## src/rtl/priv_exp_gen_if.sv

```systemverilog
// Request/result bundle for the private-exponent generator.
// The requester drives start/f_n/e and the generator returns d/valid/ready/busy.
interface priv_exp_gen_if #(
  parameter int HALF_KEY_LENGTH = 16,
  parameter int e_WIDTH         = 3
);
  logic                           start;
  logic [2*HALF_KEY_LENGTH-1:0]   f_n;
  logic [e_WIDTH-1:0]             e;
  logic [2*HALF_KEY_LENGTH-1:0]   d;
  logic                           valid;
  logic                           ready;
  logic                           busy;

  modport master (output start, f_n, e, input d, valid, ready, busy);
  modport slave  (input start, f_n, e, output d, valid, ready, busy);
endinterface

```

## src/rtl/priv_exp_gen.sv

```systemverilog
// RSA private exponent generator: d = (1 + k*f_n) / e for the smallest k in 1..e-1
// that divides exactly. Each candidate is tested with an AW-cycle restoring divider
// followed by one CHECK cycle, so candidate k completes k*(AW+1) edges after start.
module priv_exp_gen #(
  parameter int HALF_KEY_LENGTH = 16,
  parameter int e_WIDTH         = 3
) (
  input  logic           clk,
  input  logic           rst,
  priv_exp_gen_if.slave  bus
);
  localparam int W  = 2 * HALF_KEY_LENGTH;
  localparam int AW = W + e_WIDTH;
  localparam int CW = $clog2(AW + 1);

  typedef enum logic [1:0] {S_IDLE, S_DIV, S_CHECK, S_DONE} state_t;

  state_t             state_q;
  logic [W-1:0]       fn_q;
  logic [e_WIDTH-1:0] e_q;
  logic [e_WIDTH-1:0] k_q;
  logic [AW-1:0]      acc_q;
  logic [AW-1:0]      shift_q;   // dividend bits still to be consumed, MSB first
  logic [W-1:0]       quo_q;     // quotient always fits in W bits since e >= 2
  logic [e_WIDTH-1:0] rem_q;
  logic [CW-1:0]      cnt_q;
  logic [W-1:0]       d_q;
  logic               valid_q;
  logic               ready_q;
  logic               busy_q;

  // One restoring-division step plus the next candidate numerator
  logic [e_WIDTH:0]   trial_d;
  logic               trial_ge_d;
  logic [e_WIDTH-1:0] rem_d;
  logic [AW-1:0]      acc_d;
  logic [e_WIDTH:0]   k_inc_d;
  logic               degenerate_d;

  // Combinational datapath for the divider step and the accept decision
  always_comb begin
    trial_d      = {rem_q, shift_q[AW-1]};
    trial_ge_d   = (trial_d >= {1'b0, e_q});
    // The true difference is below e, so modulo-2^e_WIDTH arithmetic is exact
    rem_d        = trial_ge_d ? (trial_d[e_WIDTH-1:0] - e_q) : trial_d[e_WIDTH-1:0];
    acc_d        = acc_q + AW'(fn_q);
    k_inc_d      = {1'b0, k_q} + 1'b1;
    degenerate_d = (bus.e < e_WIDTH'(2)) || (bus.f_n == '0);
  end

  // Control FSM and datapath registers; every output is registered
  always_ff @(posedge clk) begin
    if (!rst) begin
      state_q <= S_IDLE;
      fn_q    <= '0;
      e_q     <= '0;
      k_q     <= '0;
      acc_q   <= '0;
      shift_q <= '0;
      quo_q   <= '0;
      rem_q   <= '0;
      cnt_q   <= '0;
      d_q     <= '0;
      valid_q <= 1'b0;
      ready_q <= 1'b0;
      busy_q  <= 1'b0;
    end else begin
      case (state_q)
        S_DIV: begin
          shift_q <= {shift_q[AW-2:0], 1'b0};
          quo_q   <= {quo_q[W-2:0], trial_ge_d};
          rem_q   <= rem_d;
          cnt_q   <= cnt_q + 1'b1;
          if (cnt_q == CW'(AW - 1)) begin
            state_q <= S_CHECK;
          end
        end

        S_CHECK: begin
          if (rem_q == '0) begin
            d_q     <= quo_q;
            valid_q <= 1'b1;
            ready_q <= 1'b1;
            busy_q  <= 1'b0;
            state_q <= S_DONE;
          end else if (k_inc_d == {1'b0, e_q}) begin
            d_q     <= '0;
            valid_q <= 1'b0;
            ready_q <= 1'b1;
            busy_q  <= 1'b0;
            state_q <= S_DONE;
          end else begin
            // Next candidate: numerator grows by f_n, divider restarts
            k_q     <= k_inc_d[e_WIDTH-1:0];
            acc_q   <= acc_d;
            shift_q <= acc_d;
            quo_q   <= '0;
            rem_q   <= '0;
            cnt_q   <= '0;
            state_q <= S_DIV;
          end
        end

        // IDLE, DONE and any stray encoding all wait for a new request
        default: begin
          if (bus.start) begin
            fn_q    <= bus.f_n;
            e_q     <= bus.e;
            k_q     <= e_WIDTH'(1);
            acc_q   <= AW'(bus.f_n) + 1'b1;
            shift_q <= AW'(bus.f_n) + 1'b1;
            quo_q   <= '0;
            rem_q   <= '0;
            cnt_q   <= '0;
            d_q     <= '0;
            valid_q <= 1'b0;
            if (degenerate_d) begin
              // No inverse can exist; report an invalid result straight away
              ready_q <= 1'b1;
              busy_q  <= 1'b0;
              state_q <= S_DONE;
            end else begin
              ready_q <= 1'b0;
              busy_q  <= 1'b1;
              state_q <= S_DIV;
            end
          end
        end
      endcase
    end
  end

  assign bus.d     = d_q;
  assign bus.valid = valid_q;
  assign bus.ready = ready_q;
  assign bus.busy  = busy_q;

endmodule
```

## src/flat_wrapper.sv

```systemverilog
// flat-port wrapper written by rule: the top's interface ports become plain ports
module priv_exp_gen_flat 
#(
  parameter int HALF_KEY_LENGTH = 16,
  parameter int e_WIDTH         = 3
)
  (clk, rst, bus_start, bus_f_n, bus_e, bus_d, bus_valid, bus_ready, bus_busy);
  priv_exp_gen_if #(.HALF_KEY_LENGTH(HALF_KEY_LENGTH), .e_WIDTH(e_WIDTH)) bus_i ();
  input  logic clk;
  input  logic rst;
  input wire logic [$bits(bus_i.start)-1:0] bus_start;
  input wire logic [$bits(bus_i.f_n)-1:0] bus_f_n;
  input wire logic [$bits(bus_i.e)-1:0] bus_e;
  output wire logic [$bits(bus_i.d)-1:0] bus_d;
  output wire logic [$bits(bus_i.valid)-1:0] bus_valid;
  output wire logic [$bits(bus_i.ready)-1:0] bus_ready;
  output wire logic [$bits(bus_i.busy)-1:0] bus_busy;
  assign bus_i.start = bus_start;
  assign bus_i.f_n = bus_f_n;
  assign bus_i.e = bus_e;
  assign bus_d = bus_i.d;
  assign bus_valid = bus_i.valid;
  assign bus_ready = bus_i.ready;
  assign bus_busy = bus_i.busy;
  priv_exp_gen #(.HALF_KEY_LENGTH(HALF_KEY_LENGTH), .e_WIDTH(e_WIDTH)) u_core (.clk(clk), .rst(rst), .bus(bus_i));
endmodule
```

## config.mk

```make
export PLATFORM = sky130hd
export DESIGN_NAME = priv_exp_gen_flat
export DESIGN_NICKNAME = d
export VERILOG_FILES = /design/src/rtl/priv_exp_gen_if.sv /design/src/rtl/priv_exp_gen.sv /design/src/flat_wrapper.sv
export SDC_FILE = /design/constraint.sdc
export NUM_CORES = 1
export LEC_CHECK = 0
export CAP_MARGIN = 30
export CELL_PAD_IN_SITES_DETAIL_PLACEMENT = 0
export CELL_PAD_IN_SITES_GLOBAL_PLACEMENT = 1
export CORE_ASPECT_RATIO = 1.25
export CORE_MARGIN = 3
export CORE_UTILIZATION = 48
export CTS_CLUSTER_SIZE = 16
export DETAILED_ROUTE_END_ITERATION = 6
export DONT_BUFFER_PORTS = 1
export HOLD_SLACK_MARGIN = 0.15
export PLACE_DENSITY_LB_ADDON = 0.08
export RECOVER_POWER = 25
export REMOVE_ABC_BUFFERS = 1
export SYNTH_ARGS = -nofsm -noshare
export SYNTH_HDL_FRONTEND = slang
export SYNTH_SLANG_ARGS = --single-unit
```

## constraint.sdc

```tcl
create_clock -name clk -period 3.1 [get_ports clk]
set_input_delay 0.465 -clock clk [delete_from_list [all_inputs] [get_ports clk]]
set_output_delay 0.465 -clock clk [all_outputs]
set_load 0.005 [all_outputs]
```

==> results.toml <==
[synth]
synth_top_family_by_area = "compound AO/OA/AOI/OAI gates"
ys_ff_latch = 186
async_flop_share_pct = 0
synthSimpleGateAreaFrac_pct = 20.2
avgSynthCellArea_sq_um = 7.88
ys.warnings.count = 0
synthXorXnorAreaFrac_pct = 5.23
synth_edf_count = 0
ys_top_cells_by_area = "dfxtp_1 (36%), a21oi_1 (7.3%), nand2_1 (5.7%), nor2_1 (5.6%), ha_1 (5.3%)"
synth_common_cells = "dfxtp_1 (186), nand2_1 (156), nor2_1 (152), a21oi_1 (148), clkbuf_1 (78)"
synth-main-ff-cell = "dfxtp_1"
syn-cell-area_sq_um = 10200
synth_top_area_share_pct = 36.5
synth_area_leader_cell = "dfxtp_1"
synth_compound_area_share_pct = 26.8
seq_area_frac_synth_pct = 36.5
netlist_instances = 1295
yosysMostFrequentCell = "dfxtp_1"
synth.distinct_cells = 78
synthAdderAreaFrac_pct = 5.66
synth_mux_area_share_pct = 1.02

[power]
p_per_area_nw_per_um2 = 657
design_power_total_w = 0.00744
ir_worst_vdd_mv = 0.460
leakage_nw = 4.29

[grt]
grt_pass1_vias = 9197
track_usage_pct = 27.1
grt_overflow = 0
grt_max_degree = 93
antenna_found_initial = 0
grt_pass1_wl_mm = 49.5

[clock_tree]
htreeDepth = 4
clockRootBuffer = "clkbuf_16"
cts_tree = "done"
path_clk_slew_ns = 0.08
cts_buffer_depth = 2
cts_sinks = 186
numCtsBuffers = 17
insertion_delay_ns = 0.45

[routing]
drc_errors = 0
routed_wl_mm = 30.7
routed.top_layer = "met4"
wl_met2_mm = 14.7
vias = 9373
postRouteAntennaNets = 0
dr_wl_met3_mm = 1.78
post_drt_wl_per_cell_microns = 19.6
drt-met1-wl_mm = 13.3
drtPass1Iterations = 5
via_per_inst = 6.00
drt_iter0_drc = 594

[min_path]
min_path_cells = 2
hp-class = "input pin to flop"

[cells_and_area]
nNetsFinal = 1359
seqCellArea_sq_um = 3720
multiInputGateArea_sq_um = 6040
post-route-cell-area_sq_um = 11300
fin_util_pct = 54.2
area_delta_synth_final_pct = 11.0
num-fill-cells = 2045
drive_above_1_share_pct = 7.29
num_antenna_cells = 0

[timing]
drv_slew = 0
period_minus_slack_ns = 2.94
worst_pin_slew_ns = 1.36
clock.fmax_mhz = 341
slew_headroom_pct = 9.14
skew_ns = 0.0143
finalSetupViolCount = 0
hold_viol = 0
min_period_over_period_pct = 94.7

[floorplanning]
rows = 59
core_area_sq_um = 20900
die_w_microns = 136
io-pin-count = 73
fp.dieArea_sq_um = 23100
start_util_pct = 48.9
die_h_microns = 169

[critical_path]
critPathMaxFanout = 5
r2r_cells = 10
endpoint_kind = "flop"
cp-start-kind = "flop"
cp.arrival_ns = 3.26
regToRegSetupSlack_ns = 0.16
path_class = "flop to flop"
worstPathRequired_ns = 3.42

[place]
placed_area_sq_um = 10500
io_buffers = 0
dp_hpwl_mm = 20.8
globalplace.congestion = 0.923

[job]
maxCapViolations = 0

[run_status]
outcome = "completed"
## flip-flops by register name, summed over array words and instances (netlist names)
name / cells
u_core.rem_q: 3
u_core.fn_q: 32
u_core.k_q: 3
u_core.cnt_q: 6
u_core.bus.d: 32
u_core.bus.busy: 1
u_core.shift_q: 35
u_core.acc_q: 35
u_core.state_q: 2
u_core.bus.valid: 1
u_core.e_q: 3
u_core.quo_q: 32
u_core.bus.ready: 1
## through the flow
step / hold WS, ns / setup TNS (ns) / std cells / worst slack [ns]
after floorplan: 0.436 / -215.29 / 1201 / -1.92
after global placement: 0.447 / 0 / 1506 / 0.173
after detailed placement: 0.449 / 0 / 1506 / 0.146
after CTS: 0.150 / 0 / 1560 / 0.127
after global routing: 0.154 / -0.00300 / 1563 / -0.00300
final: 0.161 / 0 / 1563 / 0.165
## final timing paths
check,startpoint,to
max,u_core.acc_q[0],u_core.shift_q[32]
min,bus_f_n[23],u_core.fn_q[23]
max reg2reg,u_core.acc_q[0],u_core.shift_q[32]
min reg2reg,u_core.shift_q[4],u_core.shift_q[4]
## logic make-up after synthesis
logic type / Yosys count
DFF: 186
muxes: 10
adders and majority gates: 45
AOI/OAI and AO/OA: 417
xor gates and xnor gates: 61
buffers and inverters: 122
and+or+nand+nor: 454
## layer usage
metal  global-route usage [%]  vias up
li1                         -     4627
met4                     9.73        0
met2                     45.7      273
met1                     34.3     4410
met3                     5.17       63
met5                        0        -
## layout make-up
type,instances,area share [%]
timing repair buffer,56,4.47
inverter,28,0.950
multi-input combinational,987,53.4
tap,274,3.03
clock buffer,18,3.79
clock inverter,14,1.52
sequential,186,32.9
## placed cells by master, fill, tap and decap left out, types with 10 or more instances in the layout
cell type,n
a211oi_1,16
and3_1,11
inv_1,26
a221oi_1,10
a31oi_1,11
nand4_1,17
ha_1,42
clkbuf_16,17
nor2_1,152
nand3_1,38
o211ai_1,24
dlygate4sd3_1,22
nand2_1,156
buf_4,28
dfxtp_1,186
nor3_1,20
a21oi_1,147
xnor2_1,36
o21ai_0,57
xor2_1,25
nor4_1,10
a21o_1,19
a22oi_1,69
## worst max-delay path: stages (launching register included)
cell and delay, ns:
dfxtp_1 0.32, ha_2 0.20, fa_2 0.35, a21o_1 0.19, a221o_1 0.38, o311ai_4 0.40, a31oi_4 0.21, a31o_2 0.29
or3_1 0.31, nand3_1 0.09, a21oi_1 0.07
## power breakdown
part	switching (W)	internal (W)	total [W]	leakage [nW]
Clock	0.00112	0.00110	0.00222	0.290
Combinational	0.00154	0.000809	0.00235	2.48
Sequential	0.000185	0.00268	0.00287	1.52
Total	0.00285	0.00459	0.00744	4.29
## timing repair
item	in CTS	in global routing
hold endpoints to repair	22	0
hold buffers	22	0
resized for setup	0	2
setup buffers	0	3
endpoints found under the setup margin	0	2
No activity file was read; power rests on OpenSTA's default activity.
